===== config.mk =====
export PLATFORM = sky130hd
export DESIGN_NAME = regbank_dumper_flat
export DESIGN_NICKNAME = d
export VERILOG_FILES = /design/src/rtl/regbank_dumper_if.sv /design/src/rtl/regbank_dumper.sv /design/src/flat_wrapper.sv
export SDC_FILE = /design/constraint.sdc
export NUM_CORES = 1
export LEC_CHECK = 0
export CORE_MARGIN = 2
export CORE_UTILIZATION = 37
export DETAILED_ROUTE_END_ITERATION = 8
export PLACE_DENSITY = 0.82
export SETUP_SLACK_MARGIN = 0.15
export SLEW_MARGIN = 20
export SYNTH_ARGS = -nofsm -noshare
export SYNTH_HDL_FRONTEND = slang
export SYNTH_SLANG_ARGS = --single-unit

===== constraint.sdc =====
create_clock -name clk -period 1.75 [get_ports clk]
set_clock_uncertainty 0.15 [all_clocks]
set_input_delay 0.175 -clock clk [delete_from_list [all_inputs] [get_ports clk]]
set_output_delay 0.175 -clock clk [all_outputs]
set_load 0.005 [all_outputs]

===== src/rtl/regbank_dumper_if.sv =====
// Output stream of the register-bank dumper: one word plus its bank index and end-of-dump flag.
// A word transfers on any rising edge where out_valid and out_ready are both high. Once out_valid
// rises, out_data/out_addr/out_last stay fixed until that transfer. out_ready may change freely.
interface regbank_dumper_if #(
  parameter int ADDR_W = 5,
  parameter int DATA_W = 32
);
  logic              out_valid;
  logic              out_ready;
  logic [DATA_W-1:0] out_data;
  logic [ADDR_W-1:0] out_addr;
  logic              out_last;

  modport master (
    output out_valid,
    output out_data,
    output out_addr,
    output out_last,
    input  out_ready
  );

  modport slave (
    input  out_valid,
    input  out_data,
    input  out_addr,
    input  out_last,
    output out_ready
  );
endinterface


===== src/rtl/regbank_dumper.sv =====
// Walks the register bank in address order while holding the datapath, and streams each word out.
// Optional feature macro REGBANK_DUMP_CHECKSUM_EN appends an XOR-of-all-words checksum word.
module regbank_dumper #(
  parameter int NUM_REGS = 32,
  parameter int ADDR_W   = 5,
  parameter int DATA_W   = 32
) (
  input  logic              clk,
  input  logic              rst_n,
  input  logic              start,
  output logic [ADDR_W-1:0] rd_addr,
  input  logic [DATA_W-1:0] rd_data,
  output logic              hold,
  output logic              busy,
  output logic              done,
  output logic [1:0]        state_dbg,
  regbank_dumper_if.master  dump
);

  localparam logic [1:0] IDLE  = 2'd0;
  localparam logic [1:0] FETCH = 2'd1;
  localparam logic [1:0] SEND  = 2'd2;
`ifdef REGBANK_DUMP_CHECKSUM_EN
  localparam logic [1:0] CSUM  = 2'd3;
  localparam bit         CSUM_ON = 1'b1;
`else
  localparam bit         CSUM_ON = 1'b0;
`endif
  localparam logic [ADDR_W-1:0] LAST_IDX = ADDR_W'(NUM_REGS - 1);

  logic [1:0]        state;
  logic [ADDR_W-1:0] index;
  logic              out_valid_q;
  logic [DATA_W-1:0] out_data_q;
  logic [ADDR_W-1:0] out_addr_q;
  logic              out_last_q;
`ifdef REGBANK_DUMP_CHECKSUM_EN
  logic [DATA_W-1:0] csum_q;
`endif

  always_ff @(posedge clk or negedge rst_n) begin
    if (!rst_n) begin
      state       <= IDLE;
      index       <= '0;
      rd_addr     <= '0;
      out_valid_q <= 1'b0;
      out_data_q  <= '0;
      out_addr_q  <= '0;
      out_last_q  <= 1'b0;
      busy        <= 1'b0;
      done        <= 1'b0;
`ifdef REGBANK_DUMP_CHECKSUM_EN
      csum_q      <= '0;
`endif
    end else begin
      done <= 1'b0;
      case (state)
        IDLE: begin
          if (start) begin
            state   <= FETCH;
            index   <= '0;
            rd_addr <= '0;
            busy    <= 1'b1;
`ifdef REGBANK_DUMP_CHECKSUM_EN
            csum_q  <= '0;
`endif
          end
        end
        // rd_addr already points at index; the bank answers combinationally this cycle.
        FETCH: begin
          out_data_q  <= rd_data;
          out_addr_q  <= index;
          out_valid_q <= 1'b1;
          out_last_q  <= (index == LAST_IDX) && !CSUM_ON;
`ifdef REGBANK_DUMP_CHECKSUM_EN
          csum_q      <= csum_q ^ rd_data;
`endif
          state       <= SEND;
        end
        SEND: begin
          if (out_valid_q && dump.out_ready) begin
            out_valid_q <= 1'b0;
            out_last_q  <= 1'b0;
            if (index != LAST_IDX) begin
              index   <= index + 1'b1;
              rd_addr <= index + 1'b1;
              state   <= FETCH;
            end else begin
`ifdef REGBANK_DUMP_CHECKSUM_EN
              out_valid_q <= 1'b1;
              out_data_q  <= csum_q;
              out_addr_q  <= '0;
              out_last_q  <= 1'b1;
              state       <= CSUM;
`else
              state <= IDLE;
              done  <= 1'b1;
              busy  <= 1'b0;
`endif
            end
          end
        end
`ifdef REGBANK_DUMP_CHECKSUM_EN
        CSUM: begin
          if (out_valid_q && dump.out_ready) begin
            out_valid_q <= 1'b0;
            out_last_q  <= 1'b0;
            state       <= IDLE;
            done        <= 1'b1;
            busy        <= 1'b0;
          end
        end
`endif
        default: state <= IDLE;
      endcase
    end
  end

  // The datapath stays frozen for exactly the lifetime of a dump.
  assign hold           = busy;
  assign state_dbg      = state;
  assign dump.out_valid = out_valid_q;
  assign dump.out_data  = out_data_q;
  assign dump.out_addr  = out_addr_q;
  assign dump.out_last  = out_last_q;

endmodule


===== src/flat_wrapper.sv =====
// flat-port wrapper written by rule: the top's interface ports become plain ports
module regbank_dumper_flat 
#(
  parameter int NUM_REGS = 32,
  parameter int ADDR_W   = 5,
  parameter int DATA_W   = 32
)
  (clk, rst_n, start, rd_addr, rd_data, hold, busy, done, state_dbg, dump_out_valid, dump_out_data, dump_out_addr, dump_out_last, dump_out_ready);
  regbank_dumper_if #(.ADDR_W(ADDR_W), .DATA_W(DATA_W)) dump_i ();
  input  logic clk;
  input  logic rst_n;
  input  logic start;
  output logic [ADDR_W-1:0] rd_addr;
  input  logic [DATA_W-1:0] rd_data;
  output logic hold;
  output logic busy;
  output logic done;
  output logic [1:0] state_dbg;
  output wire logic [$bits(dump_i.out_valid)-1:0] dump_out_valid;
  output wire logic [$bits(dump_i.out_data)-1:0] dump_out_data;
  output wire logic [$bits(dump_i.out_addr)-1:0] dump_out_addr;
  output wire logic [$bits(dump_i.out_last)-1:0] dump_out_last;
  input wire logic [$bits(dump_i.out_ready)-1:0] dump_out_ready;
  assign dump_out_valid = dump_i.out_valid;
  assign dump_out_data = dump_i.out_data;
  assign dump_out_addr = dump_i.out_addr;
  assign dump_out_last = dump_i.out_last;
  assign dump_i.out_ready = dump_out_ready;
  regbank_dumper #(.NUM_REGS(NUM_REGS), .ADDR_W(ADDR_W), .DATA_W(DATA_W)) u_core (.clk(clk), .rst_n(rst_n), .start(start), .rd_addr(rd_addr), .rd_data(rd_data), .hold(hold), .busy(busy), .done(done), .state_dbg(state_dbg), .dump(dump_i));
endmodule

==> reports/metrics.yaml, run 1 <==
cts_made_buffers: 5
htreeDepth: 2
place.detailed.hpwl_um: 3110
pin_count: 85
syn-num-nets: 169
yosys_register_bits: 48
vias: 1431
dp.cells: 289
area_growth_pct: 63.9
rows: 26
synth_cells: 131
drtIter0Drc: 27
synthSimpleGateAreaFrac_pct: 4.72
syn_area_per_cell_sq_um: 14.6
instances_no_fill: 308
synthMuxAreaShare_pct: 22.4
drv_slew: 0
track_usage_pct: 15.6
fin_tns_setup_ps: 0
hold_slack_ps: 245
grt_first_pass_wirelength_um: 6710
fp.dieArea_sq_mm: 0.00574
maxCapViolCount: 0
nets: 275
root_buffer: "clkbuf_8"
fmax_mhz: 575
drive_above_1_share_pct: 31.1
gr-total-overflow: 0
power_density_mw_per_mm2: 1600
synth_area_sq_mm: 0.00191
min-delay-path-class: "primary input to async pin"
synth_fa_ha_area_share_pct: 1.31
start_util_pct: 37.8
peakVddDrop_mv: 0.741
dpl_cell_area_sq_mm: 0.00291
drt_wl_total_um: 4230
drc: 0
num_antenna_cells: 0
endpoint_kind: "flop"
reg2reg_slack_ps: 10
hold_viol: 0
synthXorXnorAreaFrac_pct: 0
cts_sinks: 48
die_w_um: 75.8
post-route-util_pct: 62.0
clockBufferDepth: 2
finalCritPeriodShare_pct: 99.4
worstReg2RegStart: "u_core.index[0]$_DFFE_PN0P_"
rsz0062_at_grt: "yes"
viasPerCell: 4.65
cp_max_fo: 6
yosys_warnings: 0
clk-insertion-delay-late_ps: 290
path_class: "flop to flop"
p_leak_nw: 1.36
start_kind: "flop"
antenna_found_initial: 0
core_sq_mm: 0.00504
yosysSeqAreaShare_pct: 63.0
cts_tree: "built"
status: "finished clean"
grt_max_degree: 24
ys_types: 26
critical_path_arrival_ps: 1760
clk_pin_slew_ps: 80
most-common-layout-cells: "76 x clkdlybuf4s50_1, 46 x dfrtp_1, 37 x mux2_2"
reg2reg_depth: 6
avgRoutedWirePerCell_um: 13.7
firstDrtPassIters: 4
min_period_ps: 1740
worstPathRequired_ps: 1770
maxSlewHeadroom_pct: 69.3
place_congestion: 0.861
tightest_slew_ps: 460
setup_viol: 0
grt_pass1_vias: 1460
synth_compound_area_share_pct: 5.25
ant_nets: 0
die_h_um: 75.8
reg2reg_to: "u_core.index[0]$_DFFE_PN0P_"
synth_top_family_by_area: "multiplexers"
io_buffers: 84
final_common_cell: "clkdlybuf4s50_1"
design_area_sq_mm: 0.00313
layout make-up:
cell class,count,area [sq um]
well taps,70,87.6
clock buffers,8,90.1
multi-input cells,72,686
repair buffers,105,1040
inverters,5,18.8
flip-flops and latches,48,1200
fillers,418,1920
per-stage QoR:
stage	power, W	worst slack (ps)
after floorplan	0.00286	29.5
after global placement	0.00415	13.9
final	0.00500	9.84
after CTS	0.00506	3.88
after global routing	0.00535	-45.5
after detailed placement	0.00425	-77.0
worst max-delay path, cell delays in order (launching register included):
cell      delay, ps
dfrtp_1         400
ha_2            200
and3_4          150
ha_4            160
nand4b_1        210
a21oi_4         230
mux2i_1         110
synth_stat cells:
cell type / instances / share of area, %
a21o_1: 1 / 0.39
nand2b_1: 3 / 0.98
nand3_1: 1 / 0.26
mux2i_1: 1 / 0.52
ha_1: 2 / 1.3
and3b_1: 1 / 0.46
nor2_1: 3 / 0.59
o2bb2ai_1: 2 / 0.92
buf_4: 1 / 0.39
buf_2: 3 / 0.79
nor2_2: 1 / 0.33
nand2_1: 2 / 0.39
o21ai_0: 3 / 0.79
a31oi_1: 3 / 0.98
nand4b_1: 1 / 0.46
inv_2: 1 / 0.20
a21oi_1: 5 / 1.3
nor2b_1: 1 / 0.33
dfrtp_1: 48 / 63
mux2_2: 37 / 22
nor3_1: 1 / 0.26
inv_1: 4 / 0.79
buf_6: 2 / 1.2
and3_1: 2 / 0.66
o21a_1: 1 / 0.39
a221oi_1: 1 / 0.46
routing by layer:
metal	share of wire, %	GRT usage, %	vias up
met5	0	0	-
met4	0.26	3.51	0
met3	8.4	5.82	2
met2	51	26.1	54
met1	40	19.2	704
li1	-	-	671
state kept, by name, indices dropped and copies added (netlist names):
register / flops
u_core.dump.out_addr: 5
u_core.index: 5
u_core.dump.out_data: 32
u_core.state_dbg: 2
u_core.dump.out_last: 1
u_core.done: 1
u_core.busy: 1
u_core.dump.out_valid: 1
how the worst max path moves through the flow:
stage / start / end / slack, ps / depth (start not counted)
floorplan: u_core.index[0]$_DFFE_PN0P_ / u_core.index[3]$_DFFE_PN0P_ / 30 / 6
global placement: u_core.index[1]$_DFFE_PN0P_ / u_core.index[3]$_DFFE_PN0P_ / 10 / 6
detailed placement: u_core.index[1]$_DFFE_PN0P_ / u_core.index[0]$_DFFE_PN0P_ / -80 / 6
CTS: u_core.index[0]$_DFFE_PN0P_ / u_core.index[0]$_DFFE_PN0P_ / 4 / 6
global route: u_core.index[0]$_DFFE_PN0P_ / u_core.index[0]$_DFFE_PN0P_ / -50 / 6
finish: u_core.index[0]$_DFFE_PN0P_ / u_core.index[0]$_DFFE_PN0P_ / 10 / 6
where the power goes:
| group | leakage, nW | total, W | internal [W] | switching (W) |
|---|---|---|---|---|
| sequential | 0.584 | 0.00186 | 0.00161 | 0.000252 |
| combinational | 0.732 | 0.00249 | 0.00167 | 0.000815 |
| clock | 0.0455 | 0.000651 | 0.000322 | 0.000329 |
cell families after synthesis:
kind of cell             Yosys count
flip-flops                        48
multiplexers                      38
AO/OA/AOI/OAI                     16
AND/OR/NAND/NOR                   16
buffers and inverters             11
adder cells (fa/ha/maj)            2
what timing repair did:
| action | 4_1_cts | 5_1_grt |
|---|---|---|
| hold endpoints to repair | 19 | 0 |
| resized for setup | 10 | 5 |
| endpoints found under the setup margin | 14 | 8 |
| setup buffers | 9 | 1 |
| pin swaps | 6 | 2 |
| hold buffers | 1 | 0 |
(Power assumes the default switching activity.)
==> run 2, diff against run 1 <==
--- a/config.mk
+++ b/config.mk
@@ -8,8 +8,9 @@
 export CORE_MARGIN = 2
 export CORE_UTILIZATION = 37
 export DETAILED_ROUTE_END_ITERATION = 8
+export GPL_ROUTABILITY_DRIVEN = 1
 export PLACE_DENSITY = 0.82
-export SETUP_SLACK_MARGIN = 0.15
+export SETUP_SLACK_MARGIN = 0.05
 export SLEW_MARGIN = 20
 export SYNTH_ARGS = -nofsm -noshare
 export SYNTH_HDL_FRONTEND = slang
==> run 2 against run 1 <==
  * Power is 2.7% lower
  * Final area is 2.6% lower
  * Clock-buffer cell count unchanged
  * Setup slack improved by 2.2 ps
  * Cell count decreased by 2.3%
  * Combinational power shrank 6%
  * Fmax is 0.13% higher
  * Sequential power about the same
  * Routed wire length is 2.8% lower
  * First-iteration DRC count fell by 15%
  * Highest routed layer unchanged
  * Largest power group unchanged
  * Critical path depth stayed put
  * Critical endpoint unchanged
==> reports/metrics.yaml, run 2 (synthesized netlist as in run 1, its figures left out) <==
largest_reg_flops: 32  # unchanged
maxCapViolCount: 0  # unchanged
fillCellCount: 425  # was 418
viasPerCell: 4.61  # was 4.65
start_kind: "flop"  # unchanged
setup_viol: 0  # unchanged
cts_sinks: 48  # unchanged
maxSlewHeadroom_pct: 68.6  # was 69.3%
pin_count: 85  # unchanged
clk-insertion-delay-late_ps: 290  # about the same
rsz0062_at_grt: "yes"  # unchanged
worstPathRequired_ps: 1770  # about the same
clockBufferDepth: 2  # unchanged
fmax_mhz: 575  # about the same
start_util_pct: 37.8  # unchanged
critical_path_arrival_ps: 1760  # about the same
tightest_slew_ps: 471  # was 460 ps
clk_pin_slew_ps: 80  # about the same
place_congestion: 0.861  # unchanged
cp_max_fo: 6  # unchanged
power_density_mw_per_mm2: 1600  # about the same
root_buffer: "clkbuf_8"  # unchanged
core_sq_mm: 0.00504  # unchanged
rows: 26  # unchanged
crit_buf_inv: 0  # unchanged
path_class: "flop to flop"  # unchanged
hold_slack_ps: 247  # was 245 ps
status: "finished clean"  # unchanged
post-route-util_pct: 60.4  # was 62.0%
drtIter0Drc: 23  # was 27
drv_slew: 0  # unchanged
firstDrtPassIters: 2  # was 4
drc: 0  # unchanged
gr-total-overflow: 0  # unchanged
min_period_ps: 1740  # about the same
fp.dieArea_sq_mm: 0.00574  # unchanged
min-delay-path-class: "primary input to async pin"  # unchanged
grt_first_pass_wirelength_um: 6440  # was 6710 um
num_antenna_cells: 0  # unchanged
critical-path-slowest-cell: "dfrtp_1"  # unchanged
final_common_cell: "clkdlybuf4s50_1"  # unchanged
htreeDepth: 2  # unchanged
endpoint_kind: "flop"  # unchanged
io_buffers: 84  # unchanged
critPathMaxStageDelay_ps: 400  # about the same
track_usage_pct: 15.0  # was 15.6%
nets: 268  # was 275
cts_tree: "built"  # unchanged
ant_nets: 0  # unchanged
crit_chain: "ha_2 -> and3_4 -> ha_4 -> nand4b_1 -> a21oi_4 -> mux2i_1"  # unchanged
grt_max_degree: 24  # unchanged
avgRoutedWirePerCell_um: 13.7  # about the same
drt_wl_total_um: 4110  # was 4230 um
most-common-layout-cells: "83 x clkdlybuf4s50_1, 47 x dfrtp_1, 37 x mux2_2"  # was 76 x clkdlybuf4s50_1, 46 x dfrtp_1, 37 x mux2_2
critPathTopFamily: "flip-flops"  # unchanged
peakVddDrop_mv: 0.715  # was 0.741 mV
grt_pass1_vias: 1409  # was 1460
place.detailed.hpwl_um: 3110  # unchanged
antenna_found_initial: 0  # unchanged
finalCritPeriodShare_pct: 99.3  # was 99.4%
drive_above_1_share_pct: 27.7  # was 31.1%
hold_viol: 0  # unchanged
vias: 1388  # was 1431
cts_made_buffers: 5  # unchanged
die_w_um: 75.8  # unchanged
die_h_um: 75.8  # unchanged
area_growth_pct: 59.7  # was 63.9%
p_leak_nw: 1.28  # was 1.36 nW
## run 2: cell count changes in the layout (fill, tap and decap cells not counted), sizes merged
cell,before,now
buf,21,14
clkdlybuf4s50,76,83
dlygate4sd2,5,0
dlymetal6s2s,2,0
## run 2: layout make-up
cell class / instances / area (sq um) / area share (%)
sequential: 48 / 1200 / 39.5
timing repair buffer: 98 / 968 / 31.8
multi-input combinational: 72 / 678 / 22.3
clock buffer: 8 / 90.1 / 2.96
tap: 70 / 87.6 / 2.88
inverter: 5 / 18.8 / 0.616
## run 2: worst paths after layout
path,cells past startpoint,end,slack (ps),from
min reg2reg,1,u_core.dump.out_data[13]$_DFFE_PN0P_,360,u_core.dump.out_data[13]$_DFFE_PN0P_
max,6,u_core.index[0]$_DFFE_PN0P_,10,u_core.index[0]$_DFFE_PN0P_
min in group clk,2,u_core.dump.out_data[13]$_DFFE_PN0P_,350,rd_data[13]
max in group asynchronous,3,u_core.dump.out_data[3]$_DFFE_PN0P_,610,rst_n
max reg2reg,6,u_core.index[0]$_DFFE_PN0P_,10,u_core.index[0]$_DFFE_PN0P_
min,2,u_core.dump.out_valid$_DFFE_PN0P_,250,rst_n
## run 2: power by group
part | total [W] | switching [W] | internal [W]
clock | 0.000648 | 0.000326 | 0.000322
sequential | 0.00188 | 0.000275 | 0.00161
combinational | 0.00234 | 0.000751 | 0.00158
total | 0.00487 | 0.00135 | 0.00351
## run 2: stage by stage
stage | cell area (sq um) | total power [W] | setup WS [ps] | setup TNS, ps | std cells
2_1_floorplan | 1930 | 0.00286 | 29.5 | 0 | 131
3_3_place_gp | 2910 | 0.00415 | 13.9 | 0 | 289
3_5_place_dp | 2910 | 0.00425 | -77.0 | -268 | 289
4_1_cts | 3050 | 0.00495 | 3.88 | 0 | 301
5_1_grt | 3050 | 0.00521 | -45.7 | -153 | 301
6_report | 3050 | 0.00487 | 12.1 | 0 | 301
## run 2: repair_timing
item	4_1_cts	5_1_grt
setup buffers	3	0
pin swaps	6	0
gates resized for setup	2	1
hold buffers	1	0
endpoints found under the setup margin	7	6
hold endpoints to repair	19	0
## run 2: layer usage
layer  GRT usage [%]  routed length, um
met3            5.82                344
met4            3.51                 11
met1            18.5               1680
met5               0                  0
met2            24.7               2080
